File: src/rtl/icache.sv
// Direct-mapped, read-only instruction cache with whole-line fills over a
// level request/acknowledge memory handshake and hit/miss performance counters.
module icache #(
  parameter int WORD_SIZE  = 16,
  parameter int INDEX_BITS = 2
) (
  input  logic                   Clk,
  input  logic                   Reset_N,
  input  logic                   readM1,
  input  logic [WORD_SIZE-1:0]   address1,
  output logic [WORD_SIZE-1:0]   data1,
  output logic                   i_ready,
  input  logic                   flush,
  output logic                   mem_req,
  output logic [WORD_SIZE-1:0]   mem_addr,
  input  logic                   mem_ack,
  input  logic [4*WORD_SIZE-1:0] mem_line,
  output logic [15:0]            hit_count,
  output logic [15:0]            miss_count
);

  localparam int LINES    = 1 << INDEX_BITS;
  localparam int TAG_BITS = WORD_SIZE - INDEX_BITS - 2;

  typedef enum logic {IDLE, MISS} state_t;

  state_t                         state;
  logic [LINES-1:0]               valid;
  logic [TAG_BITS-1:0]            tags  [LINES];
  logic [3:0][WORD_SIZE-1:0]      lines [LINES];

  logic [1:0]            cur_off;
  logic [INDEX_BITS-1:0] cur_idx;
  logic [TAG_BITS-1:0]   cur_tag;
  logic [INDEX_BITS-1:0] fill_idx;
  logic [TAG_BITS-1:0]   fill_tag;
  logic                  hit;

  assign cur_off  = address1[1:0];
  assign cur_idx  = address1[INDEX_BITS+1:2];
  assign cur_tag  = address1[WORD_SIZE-1:INDEX_BITS+2];
  assign fill_idx = mem_addr[INDEX_BITS+1:2];
  assign fill_tag = mem_addr[WORD_SIZE-1:INDEX_BITS+2];
  assign hit      = valid[cur_idx] && (tags[cur_idx] == cur_tag);

  always_comb begin
    data1   = '0;
    i_ready = 1'b0;
    if (state == IDLE) begin
      if (!readM1) begin
        i_ready = 1'b1;
      end else if (hit) begin
        i_ready = 1'b1;
        data1   = lines[cur_idx][cur_off];
      end
    end
  end

  // Flush clears valid first so that an in-flight fill landing on the same edge still installs.
  always_ff @(posedge Clk or posedge Reset_N) begin
    if (Reset_N) begin
      state      <= IDLE;
      valid      <= '0;
      mem_req    <= 1'b0;
      mem_addr   <= '0;
      hit_count  <= '0;
      miss_count <= '0;
      for (int i = 0; i < LINES; i++) begin
        tags[i]  <= '0;
        lines[i] <= '0;
      end
    end else begin
      if (flush)
        valid <= '0;
      case (state)
        IDLE: begin
          if (readM1) begin
            if (hit) begin
              hit_count <= hit_count + 16'd1;
            end else begin
              miss_count <= miss_count + 16'd1;
              mem_addr   <= {cur_tag, cur_idx, 2'b00};
              mem_req    <= 1'b1;
              state      <= MISS;
            end
          end
        end
        MISS: begin
          if (mem_ack) begin
            lines[fill_idx] <= mem_line;
            tags[fill_idx]  <= fill_tag;
            valid[fill_idx] <= 1'b1;
            mem_req         <= 1'b0;
            state           <= IDLE;
          end
        end
        default: state <= IDLE;
      endcase
    end
  end

endmodule

File: config.mk
export PLATFORM = sky130hd
export DESIGN_NAME = icache
export DESIGN_NICKNAME = d
export VERILOG_FILES = /design/src/rtl/icache.sv
export SDC_FILE = /design/constraint.sdc
export NUM_CORES = 1
export LEC_CHECK = 0
export ABC_AREA = 1
export CORE_UTILIZATION = 58
export CTS_CLUSTER_SIZE = 20
export DETAILED_ROUTE_END_ITERATION = 6
export PLACE_DENSITY_LB_ADDON = 0.12
export SLEW_MARGIN = 20
export SYNTH_ARGS = -nofsm -noshare
export SYNTH_HDL_FRONTEND = slang
export SYNTH_SLANG_ARGS = --single-unit
File: constraint.sdc
create_clock -name Clk -period 18.6 [get_ports Clk]
set_clock_uncertainty 0.2 [all_clocks]
set_input_delay 5.58 -clock Clk [delete_from_list [all_inputs] [get_ports Clk]]
set_output_delay 5.58 -clock Clk [all_outputs]
set_load 0.01 [all_outputs]
Yosys cells after proc, flatten, opt, wreduce, memory -nomap -nowiden
Cells that the tools add are included.

word-level totals
  flip-flop bits (word level) = 356
  bits of input ports = 85
  output and inout port bits = 66
  word-level logic and storage cells = 86

cells by class
  $add $sub $neg = 2
  magnitude comparators = 7
  equal/unequal tests = 4
  muxes and demuxes = 35
  bitwise operators = 5
  reduce and logical (&&, ||, !) cells = 7

operators by type and width
  operator                 count
  $bwmux W256              1
  $mux W64                 3
  $bmux W64 S2             1
  $demux W64 S2            1
  $mux W16                 4
  $bwmux W48               1
  $mux W12                 3
  $add A16 B1 Y16 const B  2
  $bmux W16 S2             1
  $bmux W12 S2             1
  $demux W12 S2            1
  $eq A12 B12 Y1           1
  $mux W4                  3
  $mux W1                  11
  $lt A2 B3 Y1 const B     3
  $reduce_and A3 Y1        3
  $ge A3 B3 Y1 const B     2
  $ne A2 B2 Y1 const B     3
  $not A2 Y3               2
  $or A4 B4 Y4             1
  $pmux W1 S2              2
  $logic_and A1 B1 Y1      3
  $lt A3 B1 Y1 const B     1
  $bmux W1 S2              1
  4 further kinds          5

Logic depth before layout (Yosys ltp)
  depth in word-level cells = 9
  depth in mapped cells = 16
  gate-level depth less buffers = 14

Least setup slack after synthesis
No wires, ideal clock.

  kind = input to output
  from = in address1[3]
  to = out data1[10]
  arrival = 7020 ps
  required time = 12820 ps
  path slack = 5800 ps
  stages on the path = 12
  path buffers = 3
  cells stage by stage = buf_2 inv_2 buf_2 nand3_1 nand3_1 nand2_1 nor2_1 nand3_1 nor2_2 nand2_1 clkbuf_1 nor2_1

between the ends
  longest elaborated chain between the ends = 9
  elaborated cells between the ends (all ways) = 16
  classes of those cells = 1 x eq/ne; 13 x mux; 1 x bitwise; 1 x reduce/logical

ends and longest elaborated chain
  what                                                                            line    text
  start, declared                                                                 10      input logic [WORD_SIZE-1:0] address1,
  $not A2 Y3 (not written as such)                                                44, 54
  $bmux W12 S2 / $bmux W64 S2 (equally long branches)                             44, 54
  $mux W12 (not written as such) / $mux W64 (equally long branches) (2 in a row)  44, 54
  $eq A12 B12 Y1 / $bmux W16 S2 (equally long branches)                           44, 54
  $logic_and A1 B1 Y1 / $mux W16 (equally long branches)                          44, 54
  $mux W16 *                                                                      52      end else if (hit) begin
  $mux W16 *                                                                      50      if (!readM1) begin
  $mux W16 *                                                                      49      if (state == IDLE) begin
  end, declared                                                                   11      output logic [WORD_SIZE-1:0] data1,

Every way passes the cells marked *; elsewhere a longest branch is shown, timed or not. The select of a mux whose other input is x is not followed.

Final worst setup path
  from = in address1[2]
  to = out data1[10]

Same word-level chain as after synthesis.

==> flow_metrics.env <==
export IMPL_status="complete, no violations"
export IMPL_drc=0
export IMPL_whs_ps=282
export IMPL_path_clk_slew_ps=60
export IMPL_layout_cells_non_filler=2525
export IMPL_relSlewSlack_pct=27.3
export IMPL_place_congestion=0.873
export IMPL_syn_area_um2=16600
export IMPL_cts_hold_fix_buffers=0
export IMPL_fillerInstances=2292
export IMPL_setup_tns_ps=0
export IMPL_slew_viol_final=0
export IMPL_grt_max_degree=130
export IMPL_period_share_pct=84.5
export IMPL_r2r_end="state"
export IMPL_cts_tree="built"
export IMPL_wl_per_cell_um=17.5
export IMPL_synthCells=2059
export IMPL_cp_arrival_ps=9940
export IMPL_hold_viol_final=0
export IMPL_cts_setup_buffers=0
export IMPL_numCtsBuffers=38
export IMPL_reg2reg_from="valid[1]"
export IMPL_muxShareOfSynthArea_pct=0
export IMPL_synth_main_ff_cell="dfrtp_1"
export IMPL_synth_compound_area_share_pct=16.0
export IMPL_finalNetCount=2208
export IMPL_yosysWarningCount=0
export IMPL_drv_cap=0
export IMPL_cp_endpoint="data1[10]"
export IMPL_synth_edf_count=0
export IMPL_final_min_clock_period_ps=15720
export IMPL_portBuffers=148
export IMPL_synthAdderAreaFrac_pct=0.151
export IMPL_design_core_area_um2=27900
export IMPL_syn2layout_area_growth_pct=16.3
export IMPL_cts_resized=0
export IMPL_yosysTopAreaCell="dfrtp_1"
export IMPL_leakagePower_uw=0.00918
export IMPL_routed_via_density=5.75
export IMPL_setup_violations=0
export IMPL_track_usage_pct=31.2
export IMPL_final_common_cell="nand2_1"
export IMPL_num_antenna_cells=0
export IMPL_synth_seq_area_share_pct=53.7
export IMPL_grt_antenna_before_repair=0
export IMPL_synth_xor_area_share_pct=1.27
export IMPL_preCtsSetupSlack_ps=2970
export IMPL_async_flop_share_pct=100
export IMPL_grt_overflow=0
export IMPL_fp_dieArea_um2=29300
export IMPL_dp_cells=2459
export IMPL_path_max_fanout=85
export IMPL_mostFrequentLayoutCells="685 x nand2_1, 356 x dfrtp_1, 313 x o21ai_0, 146 x clkdlybuf4s50_1, 135 x nand3_1"
export IMPL_grt_pass1_vias=13800
export IMPL_post_route_util_pct=69.1
export IMPL_drt_pass1_iter_count=6
export IMPL_initial_utilization_pct=59.4
export IMPL_fmax_ghz=0.0636
export IMPL_syn_area_per_cell_um2=8.06
export IMPL_synth_top_area_share_pct=53.7
export IMPL_hold_path_class="reg -> reg"
export IMPL_worst_pin_slew_ps=1090
export IMPL_vias=14500
export IMPL_crit_type="in -> out"
export IMPL_synthTopCellsByArea="dfrtp_1 54%, nand2_1 16%, o21ai_0 9.4%"
export IMPL_fp_dieW_um=171
export IMPL_clock_sinks=356
export IMPL_wl_mm=44.3
export IMPL_grt_pass1_wl_mm=72.1
export IMPL_rsz0062_at_grt="false"
export IMPL_first_iter_violations=1616
export IMPL_root_buffer="clkbuf_16"
export IMPL_critPathRequiredTime_ps=12820
export IMPL_startpoint_type="input pin"
export IMPL_io_pins=151
export IMPL_die_y_um=171
export IMPL_synth_seq_cells=356
export IMPL_dp_hpwl_mm=26.2
export IMPL_powerDensity_nw_per_um2=135
export IMPL_clk_latency_ps=520
export IMPL_final_antenna_net_count=0
export IMPL_ir_drop_mv=0.0793
export IMPL_clock_path_buffers=3
export IMPL_synth_top_family_by_area="simple AND/OR/NAND/NOR gates"
export IMPL_cts_max_level=2
export IMPL_rows=61
export IMPL_synth_simple_gate_area_share_pct=22.6
export IMPL_regArea_um2=8910
export IMPL_reg2reg_setup_slack_ps=15340
export IMPL_drive_gt1_share_pct=3.96
export IMPL_critPathCaptureType="output port"
export IMPL_critPathLaunch="address1[2]"
export IMPL_finalWorstSetupSlack_ps=2880
export IMPL_multi_input_area_um2=6700
export IMPL_yosysUniqueCellTypes=28
export IMPL_r2r_cells=11
==> cell families after synthesis <==
| kind of cell | after synthesis |
|---|---|
| fa+ha+maj | 2 |
| buf+inv | 261 |
| flops | 356 |
| simple gates | 928 |
| compound gates | 487 |
| other cells | 1 |
| xor+xnor | 24 |
==> report_power, final <==
| part | switching, uW | leakage, uW | total, uW | internal [uW] |
|---|---|---|---|---|
| Clock | 306 | 0.000574 | 714 | 409 |
| Combinational | 346 | 0.00409 | 597 | 251 |
| Sequential | 190 | 0.00452 | 1290 | 1100 |
==> metrics by stage <==
step / instance area (um2) / power, uW
finish: 19300 / 2610
global route: 19300 / 2780
CTS: 19300 / 2610
detailed placement: 18100 / 1890
global placement: 18100 / 1850
floorplan: 16600 / 1690
==> worst max-delay path: stages <==
cell and delay (ps):
buf_4 640, buf_4 880, nand2_1 100, nand3_1 160, nand2_1 90, nand2_1 60, nand2_1 70, nor2_1 120
nand3_1 100, nor2_2 440, nand2_1 700, nor2_1 330, clkdlybuf4s50_1 580
==> cells in the mapped netlist (3+ instances only) <==
cell,count
nand2_1,687
dfrtp_1,356
o21ai_0,313
nand3_1,137
inv_1,117
clkbuf_1,103
a21oi_1,98
nor2_1,63
buf_2,26
nand4_1,19
xor2_1,18
a221oi_1,16
a22o_1,16
o211ai_1,16
o31ai_1,16
nor3_1,10
a211oi_1,9
buf_1,7
nand3b_1,7
xnor2_1,6
buf_4,5
inv_2,3
o21ai_1,3
==> registers in the layout, summed over array words and instances, names as in the netlist <==
signal	count
lines	256
tags	48
hit_count	16
miss_count	16
mem_addr	14
valid	4
mem_req	1
state	1
==> area by class of cell <==
cell class,instances,area share [%]
flip-flops and latches,356,46.2
clock buffers,54,5.66
clock inverters,12,0.357
repair buffers,162,8.22
well taps,378,2.45
inverters,120,2.39
multi-input cells,1443,34.7
==> how the worst min path moves through the flow <==
| stage | from | to | slack, ps | depth (start not counted) |
|---|---|---|---|---|
| after floorplan | valid[0] | valid[0] | 240 | 2 |
| after global placement | valid[2] | valid[2] | 260 | 2 |
| after detailed placement | valid[2] | valid[2] | 270 | 2 |
| after CTS | valid[2] | valid[2] | 280 | 2 |
| after global routing | lines[62] | lines[62] | 300 | 2 |
| final | valid[2] | valid[2] | 280 | 2 |
==> routing by layer <==
layer / track usage [%] / wire length, um
met2: 49.9 / 20600
met3: 3.72 / 3210
met4: 9.36 / 1050
met5: 0 / 0
met1: 44.7 / 19400
Note: power is estimated with default switching activity, not from simulation.
